<file path="src/rtl/id_ex_pkg.sv">
// Shared defaults and EX-control field layout for the ID/EX pipeline register.
package id_ex_pkg;

    localparam int unsigned DATA_W_DEF       = 32;
    localparam int unsigned IMM_W_DEF        = 16;
    localparam int unsigned REG_W_DEF        = 5;
    localparam int unsigned WB_W_DEF         = 2;
    localparam int unsigned M_W_DEF          = 3;
    localparam int unsigned ALUOP_W_DEF      = 2;
    localparam int unsigned EX_W_DEF         = ALUOP_W_DEF + 2;
    localparam int unsigned MEM_READ_IDX_DEF = 1;
    localparam int unsigned CNT_W_DEF        = 16;

    // EX control layout: [ALUOP_W-1:0] alu_op, then alu_src, then reg_dst.
    function automatic int unsigned alu_src_idx(int unsigned aluop_w);
        return aluop_w;
    endfunction

    function automatic int unsigned reg_dst_idx(int unsigned aluop_w);
        return aluop_w + 1;
    endfunction

    typedef enum logic [1:0] {
        ActHold   = 2'd0,
        ActBubble = 2'd1,
        ActLoad   = 2'd2
    } id_ex_action_e;

endpackage

</file>
<file path="src/rtl/imm_extend.sv">
// Combinational immediate extender: zero- or sign-extends IMM_W bits to DATA_W.
module imm_extend #(
    parameter int unsigned IMM_W  = 16,
    parameter int unsigned DATA_W = 32
) (
    input  logic [IMM_W-1:0]  imm_i,
    input  logic              zext_i,
    output logic [DATA_W-1:0] imm_o
);

    logic fill;

    always_comb begin
        fill  = zext_i ? 1'b0 : imm_i[IMM_W-1];
        imm_o = {{(DATA_W-IMM_W){fill}}, imm_i};
    end

endmodule

</file>
<file path="src/rtl/id_ex_stage_reg.sv">
// ID/EX pipeline register with valid bit, hold, flush, load-use bubble insertion
// and a saturating count of inserted bubbles.
module id_ex_stage_reg
    import id_ex_pkg::*;
#(
    parameter int unsigned DATA_W       = DATA_W_DEF,
    parameter int unsigned IMM_W        = IMM_W_DEF,
    parameter int unsigned REG_W        = REG_W_DEF,
    parameter int unsigned WB_W         = WB_W_DEF,
    parameter int unsigned M_W          = M_W_DEF,
    parameter int unsigned EX_W         = EX_W_DEF,
    parameter int unsigned ALUOP_W      = ALUOP_W_DEF,
    parameter int unsigned MEM_READ_IDX = MEM_READ_IDX_DEF,
    parameter int unsigned CNT_W        = CNT_W_DEF
) (
    input  logic               clock,
    input  logic               reset_n,
    input  logic               flush,
    input  logic               stall_in,
    input  logic               id_valid,
    input  logic [WB_W-1:0]    wb_in,
    input  logic [M_W-1:0]     m_in,
    input  logic [EX_W-1:0]    ex_in,
    input  logic               imm_zext,
    input  logic [DATA_W-1:0]  pc_in,
    input  logic [DATA_W-1:0]  read_data1_in,
    input  logic [DATA_W-1:0]  read_data2_in,
    input  logic [IMM_W-1:0]   imm_in,
    input  logic [REG_W-1:0]   rs_in,
    input  logic [REG_W-1:0]   rt_in,
    input  logic [REG_W-1:0]   rd_in,
    output logic               ex_valid,
    output logic [WB_W-1:0]    wb_out,
    output logic [M_W-1:0]     m_out,
    output logic [ALUOP_W-1:0] alu_op,
    output logic               alu_src,
    output logic               reg_dst,
    output logic [DATA_W-1:0]  pc_out,
    output logic [DATA_W-1:0]  read_data1_out,
    output logic [DATA_W-1:0]  read_data2_out,
    output logic [DATA_W-1:0]  imm_out,
    output logic [REG_W-1:0]   rs_out,
    output logic [REG_W-1:0]   rt_out,
    output logic [REG_W-1:0]   rd_out,
    output logic               hazard_stall,
    output logic [CNT_W-1:0]   bubble_count
);

    localparam int unsigned AluSrcIdx = alu_src_idx(ALUOP_W);
    localparam int unsigned RegDstIdx = reg_dst_idx(ALUOP_W);

    id_ex_action_e     action;
    logic [DATA_W-1:0] imm_ext;
    logic              cnt_sat;

    imm_extend #(
        .IMM_W  (IMM_W),
        .DATA_W (DATA_W)
    ) u_imm_extend (
        .imm_i  (imm_in),
        .zext_i (imm_zext),
        .imm_o  (imm_ext)
    );

    // Load-use: the instruction in EX is a load whose destination ID wants to read.
    always_comb begin
        hazard_stall = ex_valid & m_out[MEM_READ_IDX] & (rt_out != '0) & id_valid & ~flush &
                       ((rt_out == rs_in) | (rt_out == rt_in));
    end

    always_comb begin
        if (stall_in) begin
            action = ActHold;
        end else if (flush || hazard_stall) begin
            action = ActBubble;
        end else begin
            action = ActLoad;
        end
        cnt_sat = &bubble_count;
    end

    // Control fields and valid: zeroed on a bubble so nothing gets written downstream.
    always_ff @(posedge clock or negedge reset_n) begin
        if (!reset_n) begin
            ex_valid <= 1'b0;
            wb_out   <= '0;
            m_out    <= '0;
            alu_op   <= '0;
            alu_src  <= 1'b0;
            reg_dst  <= 1'b0;
        end else begin
            unique case (action)
                ActHold: begin
                end
                ActBubble: begin
                    ex_valid <= 1'b0;
                    wb_out   <= '0;
                    m_out    <= '0;
                    alu_op   <= '0;
                    alu_src  <= 1'b0;
                    reg_dst  <= 1'b0;
                end
                default: begin
                    ex_valid <= id_valid;
                    wb_out   <= id_valid ? wb_in : '0;
                    m_out    <= id_valid ? m_in : '0;
                    alu_op   <= id_valid ? ex_in[ALUOP_W-1:0] : '0;
                    alu_src  <= id_valid & ex_in[AluSrcIdx];
                    reg_dst  <= id_valid & ex_in[RegDstIdx];
                end
            endcase
        end
    end

    // Data and index fields load on both bubbles and normal loads.
    always_ff @(posedge clock or negedge reset_n) begin
        if (!reset_n) begin
            pc_out         <= '0;
            read_data1_out <= '0;
            read_data2_out <= '0;
            imm_out        <= '0;
            rs_out         <= '0;
            rt_out         <= '0;
            rd_out         <= '0;
        end else if (action != ActHold) begin
            pc_out         <= pc_in;
            read_data1_out <= read_data1_in;
            read_data2_out <= read_data2_in;
            imm_out        <= imm_ext;
            rs_out         <= rs_in;
            rt_out         <= rt_in;
            rd_out         <= rd_in;
        end
    end

    always_ff @(posedge clock or negedge reset_n) begin
        if (!reset_n) begin
            bubble_count <= '0;
        end else if (action == ActBubble && !cnt_sat) begin
            bubble_count <= bubble_count + CNT_W'(1);
        end
    end

endmodule
</file>
<file path="config.mk">
export PLATFORM = sky130hd
export DESIGN_NAME = id_ex_stage_reg
export DESIGN_NICKNAME = d
export VERILOG_FILES = /design/src/rtl/id_ex_pkg.sv /design/src/rtl/imm_extend.sv /design/src/rtl/id_ex_stage_reg.sv
export SDC_FILE = /design/constraint.sdc
export NUM_CORES = 1
export LEC_CHECK = 0
export ABC_AREA = 1
export CAP_MARGIN = 10
export CORE_MARGIN = 10
export CORE_UTILIZATION = 38
export CTS_BUF_LIST = sky130_fd_sc_hd__clkbuf_8
export DETAILED_ROUTE_END_ITERATION = 7
export PLACE_DENSITY = 0.8
export RECOVER_POWER = 50
export SLEW_MARGIN = 30
export SYNTH_ARGS = -nofsm -noshare
export SYNTH_HDL_FRONTEND = slang
export SYNTH_SLANG_ARGS = --single-unit
</file>
<file path="constraint.sdc">
create_clock -name clock -period 1.6 [get_ports clock]
set_clock_uncertainty 0.05 [all_clocks]
set_input_delay 0.24 -clock clock [delete_from_list [all_inputs] [get_ports clock]]
set_output_delay 0.24 -clock clock [all_outputs]
set_load 0.02 [all_outputs]
</file>
==> impl_metrics.json, run 1 <==
{
  "outcome": "complete, but fails checks",
  "violations": "negative setup slack",
  "tns_ns": -5.74,
  "p_clk_share_pct": 31.5,
  "endpoint": "m_out[1]$_DFFE_PN0P_",
  "core-area_mm2": 0.0172,
  "hold_class": "primary input to flop",
  "clk_pin_slew_ns": 0.09,
  "row_count": 48,
  "leakagePower_nw": 5.58,
  "powerDensity_mw_per_mm2": 953,
  "final_common_cell": "nand2_1",
  "seq_area_frac_synth_pct": 58.4,
  "start_util_pct": 38.4,
  "grt_pass1_wl_um": 36200,
  "syn_to_final_growth_pct": 56.2,
  "overflow": 0,
  "drc_errors": 0,
  "cp_slowest_cell": "dfrtp_1",
  "fmax_mhz": 540,
  "cts_sinks": 154,
  "combPwrFrac_pct": 22.9,
  "worst_pin_slew_ns": 1.47,
  "startpoint_type": "flop",
  "drv_cap": 0,
  "layout_min_cycle_time_ns": 1.85,
  "drtPass1Iterations": 4,
  "synth_nets": 934,
  "dr_total_vias": 6348,
  "via_per_inst": 4.72,
  "drt_wl_total_um": 23100,
  "postSynthAreaPerCell_um2": 8.35,
  "worstHoldPathCells": 3,
  "final_cell_mix": "450 x nand2_1, 150 x dfrtp_1, 139 x clkdlybuf4s50_1",
  "setup_viol": 28,
  "place_area_mm2": 0.0100,
  "htree_levels": 4,
  "die_area_mm2": 0.0231,
  "setup_ws_ns": -0.253,
  "end_kind": "flop",
  "crit_chain": "inv_2 -> nand2_2 -> nand2_2 -> nor2_2 -> nand3_1 -> nand2_2 -> nand2_4 -> buf_4 -> buf_6 -> nand2_8 -> buf_12 -> nand2_8 -> nand3_2 -> nand2_1",
  "clockRootBuffer": "clkbuf_8",
  "dp_hpwl_um": 16400,
  "die_w_um": 152,
  "ios": 312,
  "cp-startpoint": "rt_out[4]$_DFFE_PN0P_",
  "synth.cell_area_mm2": 0.00660,
  "intPower_w": 0.00673,
  "reg2reg_depth": 14,
  "finalCritPeriodShare_pct": 116,
  "grt_antenna_before_repair": 0,
  "crit_required_ns": 1.88,
  "grt_use_total_pct": 19.2,
  "critPathKind": "flop to flop",
  "numPortBuffers": 311,
  "r2r-end": "m_out[1]$_DFFE_PN0P_",
  "critPathMaxStageDelay_ns": 0.43,
  "rsz0062_at_grt": "yes",
  "ys_types": 25,
  "clk-insertion-delay-late_ns": 0.44,
  "grt_pass1_vias": 6596,
  "critical_path.reg2reg.startpoint": "rt_out[4]$_DFFE_PN0P_",
  "critPathArrivalTime_ns": 2.13,
  "cpMostUsedCell": "nand2_2",
  "ant_nets": 0,
  "relSlewSlack_pct": 1.92,
  "fin_nets": 1249,
  "drtIter0Drc": 343,
  "fin_total_pwr_w": 0.00983,
  "vdd_drop_max_mv": 0.509,
  "cts_tree": "built",
  "sw_frac_of_total_pct": 31.5,
  "r2r_slack_ns": -0.25,
  "numCtsBuffers": 17,
  "ys_ff_latch": 154,
  "grt_start_max_net_pins": 144,
  "p_switching_w": 0.00310,
  "seqPwrFrac_pct": 45.6,
  "place.gp.congestion": 0.889,
  "drv_slew": 0,
  "drive_gt1_share_pct": 12.8,
  "crit_fanout": 6,
  "ys.warnings.count": 0,
  "cts_max_path_buffers": 2,
  "hold_viol_final": 0,
  "fp.dieH_um": 152,
  "final_cell_area_mm2": 0.0103,
  "syn_inst": 791,
  "diodes": 0,
  "avgRoutedWirePerCell_um": 17.2
}
==> worst min path at each step <==
stage,end,slack [ns],from
3_5_place_dp,pc_out[8]$_DFFE_PN0P_,0.12,reset_n
4_1_cts,pc_out[8]$_DFFE_PN0P_,0.18,reset_n
2_1_floorplan,alu_op[0]$_DFFE_PN0P_,-0.11,reset_n
5_1_grt,read_data1_out[17]$_DFFE_PN0P_,0.24,read_data1_in[17]
6_report,read_data1_out[10]$_DFFE_PN0P_,0.27,read_data1_in[10]
3_3_place_gp,alu_src$_DFFE_PN0P_,0.12,reset_n
==> power groups by stage <==
stage	Sequential, W	Clock (W)	Combinational, W
2_1_floorplan	0.00499	0	0.000615
3_3_place_gp	0.00455	0	0.00248
3_5_place_dp	0.00455	0	0.00251
4_1_cts	0.00447	0.00318	0.00229
5_1_grt	0.00453	0.00336	0.00245
6_report	0.00448	0.00310	0.00225
==> per-stage QoR <==
| stage | hold WS, ns | setup slack (ns) | utilization [%] | instances |
|---|---|---|---|---|
| floorplan | -0.106 | 0.0107 | - | 791 |
| CTS | 0.183 | -0.282 | 60.5 | 1341 |
| global placement | 0.117 | -0.635 | 58.3 | 1304 |
| detailed placement | 0.118 | -0.621 | 58.3 | 1304 |
| finish | 0.268 | -0.253 | 60.0 | 1344 |
| global route | 0.237 | -0.383 | 60.0 | 1344 |
==> final cells by class <==
cell class              instances  area [um2]
multi-input cells             555        2490
well taps                     225         282
flip-flops and latches        154        3860
inverters                      33         126
clock buffers                  17         234
repair buffers                345        3150
fillers                      1533        6860
clock inverters                15         175
==> synth_stat cells <==
master | n | area share (%)
nand2_8 | 1 | 0.30
nand3_1 | 21 | 1.6
buf_8 | 1 | 0.23
nand4_1 | 19 | 1.8
o21ai_0 | 10 | 0.76
xor2_1 | 5 | 0.66
buf_1 | 1 | 0.057
nand2_4 | 1 | 0.17
inv_1 | 27 | 1.5
buf_4 | 16 | 1.8
nor3_4 | 1 | 0.25
clkbuf_1 | 25 | 1.4
nor2_4 | 2 | 0.34
nor2_1 | 13 | 0.74
nand4_4 | 1 | 0.32
nor3_1 | 2 | 0.15
nand2_2 | 12 | 1.1
ha_1 | 1 | 0.19
buf_2 | 8 | 0.61
inv_2 | 6 | 0.34
nand2_1 | 454 | 26
nand3_4 | 1 | 0.27
and3_1 | 1 | 0.095
xnor2_1 | 8 | 1.1
dfrtp_1 | 154 | 58
==> timing repair <==
action / CTS / global route
resized for setup: 239 / 42
hold buffers: 1 / 0
setup endpoints to repair: 196 / 56
hold endpoints to repair: 68 / 0
cloned: 2 / 1
pin swaps: 4 / 6
buffers inserted: 2 / 3
==> registers in the layout, indices dropped and copies added, names as in the netlist <==
register	cells
pc_out	32
read_data1_out	32
read_data2_out	32
imm_out	17
bubble_count	16
rd_out	5
rs_out	5
rt_out	5
m_out	3
alu_op	2
wb_out	2
alu_src	1
ex_valid	1
reg_dst	1
==> per-layer routing <==
metal | share of wire (%) | global-route usage [%] | wire [um]
met2 | 48 | 31.5 | 11100
met3 | 9.2 | 8.21 | 2120
met5 | 0 | 0 | 0
met1 | 41 | 22.3 | 9410
met4 | 2.2 | 5.96 | 511
==> kinds of logic after synthesis <==
logic type      count (synthesis)  synth area share (%)
xor+xnor                       13                  1.72
flops                         154                  58.4
buf+inv                        84                  6.01
simple gates                  529                  33.0
compound gates                 10                 0.758
fa+ha+maj                       1                 0.189
==> critical path: cells and delay by family, from the launching register on <==
family,cells,cell delay [ns]
flip-flops,1,0.43
AND/OR/NAND/NOR,10,0.82
buffers and inverters,4,0.44
Note: power is estimated with default switching activity, not from simulation.
==> run 2, diff against run 1 <==
--- a/config.mk
+++ b/config.mk
@@ -13,6 +13,7 @@
 export DETAILED_ROUTE_END_ITERATION = 7
 export PLACE_DENSITY = 0.8
 export RECOVER_POWER = 50
+export SKIP_CTS_REPAIR_TIMING = 1
 export SLEW_MARGIN = 30
 export SYNTH_ARGS = -nofsm -noshare
 export SYNTH_HDL_FRONTEND = slang
==> run 2 against run 1 <==
Largest cell class unchanged. Flip-flop and latch count stayed put. Worst setup slack got worse by 0.0022 ns. Total power increased by 1.9%. Cell area is 5.8% higher. Via count is 0.98% higher. The flow finishes with violations (max-slew violations, negative setup slack). Clock-buffer cell count is the same.
==> impl_metrics.json, run 2 (synthesis gave the netlist of run 1 again) <==
{
  "grt_pass1_vias": 6496,
  "core-area_mm2": 0.0172,
  "drc_errors": 0,
  "dr_total_vias": 6410,
  "critical_path.reg2reg.startpoint": "rt_out[2]$_DFFE_PN0P_",
  "seqPwrFrac_pct": 44.8,
  "rsz0062_at_grt": "yes",
  "r2r_slack_ns": -0.25,
  "startpoint_type": "flop",
  "preCtsSetupSlack_ns": -0.621,
  "avgRoutedWirePerCell_um": 17.5,
  "worst_pin_slew_ns": 1.51,
  "p_switching_w": 0.00310,
  "stdcell_count": 1345,
  "clk-insertion-delay-late_ns": 0.44,
  "ant_nets": 0,
  "final_common_cell": "nand2_1",
  "setup_ws_ns": -0.256,
  "grt_use_total_pct": 18.8,
  "dp_cells": 1304,
  "hold_viol_final": 0,
  "grt_pass1_wl_um": 35400,
  "dp_hpwl_um": 16400,
  "worstHoldPathCells": 3,
  "crit_fanout": 5,
  "fillers": 1355,
  "reg2reg_depth": 13,
  "die_area_mm2": 0.0231,
  "reg_top3": "pc_out: 32 flops, read_data1_out: 32 flops, read_data2_out: 32 flops",
  "p_clk_share_pct": 30.9,
  "fp.dieH_um": 152,
  "min_from": "imm_in[9]",
  "combPwrFrac_pct": 24.4,
  "place.gp.congestion": 0.889,
  "crit_required_ns": 1.31,
  "vdd_drop_max_mv": 0.509,
  "r2r-end": "bubble_count[15]$_DFFE_PN0P_",
  "outcome": "complete, but fails checks",
  "fin_total_pwr_w": 0.0100,
  "die_w_um": 152,
  "numCtsBuffers": 17,
  "drv_slew": 44,
  "overflow": 0,
  "numPortBuffers": 311,
  "whs_endpoint": "imm_out[9]$_DFFE_PN0P_",
  "leakagePower_nw": 7.06,
  "drv_cap": 0,
  "syn_to_final_growth_pct": 65.2,
  "grt_start_max_net_pins": 144,
  "final_cell_area_mm2": 0.0109,
  "setup_viol": 34,
  "critPathKind": "flop to output port",
  "clockRootBuffer": "clkbuf_8",
  "cts_max_path_buffers": 2,
  "intPower_w": 0.00691,
  "violations": "max-slew violations, negative setup slack",
  "cts_tree": "built",
  "ios": 312,
  "relSlewSlack_pct": -0.633,
  "powerDensity_mw_per_mm2": 918,
  "final_cell_mix": "443 x nand2_1, 151 x dlymetal6s2s_1, 148 x dfrtp_1",
  "htree_levels": 4,
  "fmax_mhz": 539,
  "drtPass1Iterations": 5,
  "layout_min_cycle_time_ns": 1.86,
  "critPathArrivalTime_ns": 1.57,
  "grt_antenna_before_repair": 0,
  "diodes": 0,
  "drive_gt1_share_pct": 12.7,
  "cts_sinks": 154,
  "fin_nets": 1250,
  "drtIter0Drc": 400,
  "via_per_inst": 4.77,
  "sw_frac_of_total_pct": 31.0,
  "crit_chain": "inv_2 -> nand2_1 -> nand2_1 -> nor2_1 -> nand3_1 -> nand2_2 -> nand2_4 -> inv_1 -> buf_6",
  "start_util_pct": 38.4,
  "place_area_mm2": 0.0100,
  "critPathMaxStageDelay_ns": 0.42,
  "cpMostUsedCell": "nand2_1",
  "cp_slowest_cell": "dfrtp_1",
  "end_kind": "output port",
  "drt_wl_total_um": 23600,
  "final_util_pct": 63.5,
  "finalCritPeriodShare_pct": 116,
  "row_count": 48,
  "clk_pin_slew_ns": 0.09,
  "hold_class": "primary input to flop"
}
[run 2: cell types whose count changed in the layout (fill, tap and decap cells not counted), sizes merged]
cell,change
dlymetal6s2s,+151
clkbuf,+9
dlygate4sd2,-138
buf,-17
clkdlybuf4s15,-4
[run 2: worst max-delay path: cells and delay by family (launching register included)]
kind / cells / cell delay (ns)
buffers and inverters: 3 / 0.24
AND/OR/NAND/NOR: 6 / 0.46
flip-flops: 1 / 0.42
[run 2: worst max path at each step]
stage	startpoint	endpoint	slack, ns	depth (start not counted)
2_1_floorplan	bubble_count[0]$_DFFE_PN0P_	bubble_count[4]$_DFFE_PN0P_	0.01	7
3_3_place_gp	rt_in[4]	hazard_stall	-0.64	10
3_5_place_dp	rt_in[4]	hazard_stall	-0.62	10
4_1_cts	rt_out[4]$_DFFE_PN0P_	hazard_stall	-0.78	9
5_1_grt	rt_out[4]$_DFFE_PN0P_	hazard_stall	-0.35	8
6_report	rt_out[2]$_DFFE_PN0P_	hazard_stall	-0.26	9
[run 2: area by class of cell]
type                            count  area, um2  share of cell area (%)
Clock inverter                     15        175                    1.61
Inverter                           33        126                    1.16
Multi-Input combinational cell    555       2490                    22.8
Clock buffer                       17        234                    2.14
Tap cell                          225        282                    2.58
Sequential cell                   154       3860                    35.4
Timing Repair Buffer              346       3740                    34.3
[run 2: per-layer routing]
metal | global-route usage [%] | wire, um
met5 | 0 | 0
met4 | 5.41 | 571
met3 | 8.27 | 2300
met2 | 30.3 | 11500
met1 | 22.2 | 9230
[run 2: power groups by stage]
stage,sequential (W),clock [W],combinational (W)
6_report,0.00448,0.00309,0.00244
4_1_cts,0.00449,0.00318,0.00252
3_5_place_dp,0.00455,0,0.00251
5_1_grt,0.00454,0.00335,0.00264
3_3_place_gp,0.00455,0,0.00248
2_1_floorplan,0.00499,0,0.000615
[run 2: stage by stage]
step                      hold slack [ns]  TNS (ns)
after floorplan                    -0.106         0
after global placement              0.117    -12.29
after detailed placement            0.118    -12.41
after CTS                          -0.386    -35.38
after global routing                0.245     -8.17
final                               0.269     -5.46
==> run 3, diff against run 2 <==
--- a/config.mk
+++ b/config.mk
@@ -6,12 +6,12 @@
 export NUM_CORES = 1
 export LEC_CHECK = 0
 export ABC_AREA = 1
-export CAP_MARGIN = 10
+export CAP_MARGIN = 20
 export CORE_MARGIN = 10
-export CORE_UTILIZATION = 38
+export CORE_UTILIZATION = 42
 export CTS_BUF_LIST = sky130_fd_sc_hd__clkbuf_8
 export DETAILED_ROUTE_END_ITERATION = 7
-export PLACE_DENSITY = 0.8
+export PLACE_DENSITY = 0.84
 export RECOVER_POWER = 50
 export SKIP_CTS_REPAIR_TIMING = 1
 export SLEW_MARGIN = 30
==> constraint.sdc (replaced) <==
create_clock -name clock -period 1.85 [get_ports clock]
set_clock_uncertainty 0.05 [all_clocks]
set_input_delay 0.2775 -clock clock [delete_from_list [all_inputs] [get_ports clock]]
set_output_delay 0.2775 -clock clock [all_outputs]
set_load 0.02 [all_outputs]
==> run 3 against run 2 <==
Global-route usage increased by 1.3 points. Total power fell by 18%. Flip-flop and latch count is the same. First-iteration DRC count down 4.3%. Critical path type unchanged. Register-to-register slack improved by 0.34 ns. Clock-buffer cell count did not move. Via count down 4.7%. The run ends with negative setup slack left. Die area shrank 8.3%.
==> impl_metrics.json, run 3 (synthesis gave the netlist of run 1 again) <==
{
  "dr_total_vias": 6107,
  "ant_nets": 0,
  "numPortBuffers": 311,
  "htree_levels": 4,
  "worst_pin_slew_ns": 1.33,
  "core-area_mm2": 0.0153,
  "critPathKind": "flop to output port",
  "final_cell_mix": "454 x nand2_1, 249 x clkdlybuf4s50_1, 152 x dfrtp_1",
  "leakagePower_nw": 5.92,
  "cts_tree": "built",
  "die_w_um": 145,
  "fmax_mhz": 517,
  "overflow": 0,
  "drive_gt1_share_pct": 7.40,
  "drv_cap": 0,
  "final_cell_area_mm2": 0.0104,
  "startpoint_type": "flop",
  "setup_viol": 1,
  "grt_antenna_before_repair": 0,
  "clk-insertion-delay-late_ns": 0.44,
  "via_per_inst": 4.63,
  "drt_wl_total_um": 22100,
  "cts_max_path_buffers": 2,
  "crit_required_ns": 1.52,
  "fillers": 1179,
  "rsz0062_at_grt": "yes",
  "powerDensity_mw_per_mm2": 792,
  "place_area_mm2": 0.00996,
  "relSlewSlack_pct": 11.6,
  "stdcell_count": 1319,
  "vdd_drop_max_mv": 0.659,
  "hold_viol_final": 0,
  "clk_pin_slew_ns": 0.08,
  "numCtsBuffers": 17,
  "avgRoutedWirePerCell_um": 16.8,
  "finalCritPeriodShare_pct": 105,
  "final_common_cell": "nand2_1",
  "syn_to_final_growth_pct": 57.7,
  "clockRootBuffer": "clkbuf_8",
  "start_util_pct": 43.1,
  "grt_start_max_net_pins": 86,
  "hold_class": "primary input to flop",
  "multi_input_area_mm2": 0.00236,
  "final_util_pct": 68.0,
  "regArea_mm2": 0.00386,
  "ios": 312,
  "fp.dieH_um": 145,
  "setup_ws_ns": -0.0842,
  "layout_min_cycle_time_ns": 1.93,
  "place.gp.congestion": 0.868,
  "cts_sinks": 154,
  "grt_pass1_wl_um": 34200,
  "drtIter0Drc": 383,
  "die_area_mm2": 0.0211,
  "preCtsSetupSlack_ns": -0.423,
  "grt_use_total_pct": 20.1,
  "fin_nets": 1239,
  "drv_slew": 0,
  "outcome": "complete, but fails checks",
  "dp_hpwl_um": 16400,
  "drc_errors": 0,
  "dp_cells": 1286,
  "end_kind": "output port",
  "drtPass1Iterations": 4,
  "tns_ns": -0.0842,
  "grt_pass1_vias": 6166,
  "row_count": 45,
  "crit_fanout": 5,
  "reg_top3": "pc_out: 32 flops, read_data1_out: 32 flops, read_data2_out: 32 flops",
  "critPathArrivalTime_ns": 1.61,
  "violations": "negative setup slack",
  "diodes": 0
}
==> run 3: cell types whose count changed in the layout (fill, tap and decap cells not counted), moves of 4 or more <==
cell | previous run | this run
dfrtp_1 | 148 | 152
dlymetal6s2s_1 | 151 | 57
dfrtp_2 | 6 | 2
nand3_1 | 12 | 21
nand2_1 | 443 | 454
nand2_2 | 22 | 12
clkdlybuf4s50_1 | 139 | 249
clkbuf_2 | 21 | 5
nand3_2 | 8 | 1
buf_4 | 23 | 15
==> run 3: critical path: stages, from the launching register on <==
cell and delay [ns]:
dfrtp_1 0.44, buf_4 0.16, nor2_1 0.09, nand4_1 0.10
nand3_1 0.08, inv_1 0.06, nand2_4 0.07, inv_1 0.05
buf_4 0.15
==> run 3: final cells by class <==
| type | count | area share (%) |
|---|---|---|
| clock inverter | 14 | 1.07 |
| multi-input combinational | 554 | 22.7 |
| tap | 211 | 2.54 |
| sequential | 154 | 37.0 |
| timing repair buffer | 336 | 33.2 |
| clock buffer | 17 | 2.25 |
| inverter | 33 | 1.19 |
==> run 3: report_power, final <==
part	switching [W]	leakage [nW]	internal (W)
clock	0.00122	0.185	0.00104
combinational	0.00109	3.83	0.00100
sequential	0.000218	1.91	0.00367
total	0.00253	5.92	0.00571
==> run 3: metrics by stage <==
step                      hold WS, ns  total power, W
after global routing            0.286         0.00866
after CTS                      -0.309         0.00839
after floorplan               -0.0681         0.00483
after detailed placement        0.184         0.00610
final                           0.313         0.00824
after global placement          0.188         0.00606
==> run 3: final timing paths <==
check	start	endpoint	slack [ns]	depth (start not counted)
setup / recovery	rt_out[0]$_DFFE_PN0P_	hazard_stall	-0.08	8
hold / removal	read_data2_in[16]	read_data2_out[16]$_DFFE_PN0P_	0.31	3
setup reg to reg	rt_out[0]$_DFFE_PN0P_	bubble_count[13]$_DFFE_PN0P_	0.09	13
hold reg to reg	read_data2_out[15]$_DFFE_PN0P_	read_data2_out[15]$_DFFE_PN0P_	0.43	2
max in group asynchronous	reset_n	imm_out[6]$_DFFE_PN0P_	0.28	3
min in group asynchronous	reset_n	bubble_count[10]$_DFFE_PN0P_	0.52	2
==> run 3: per-layer routing <==
metal	global-route usage, %	wire [um]
met4	4.75	186
met3	11.3	2560
met1	22.5	8620
met2	32.7	10800
met5	0	0
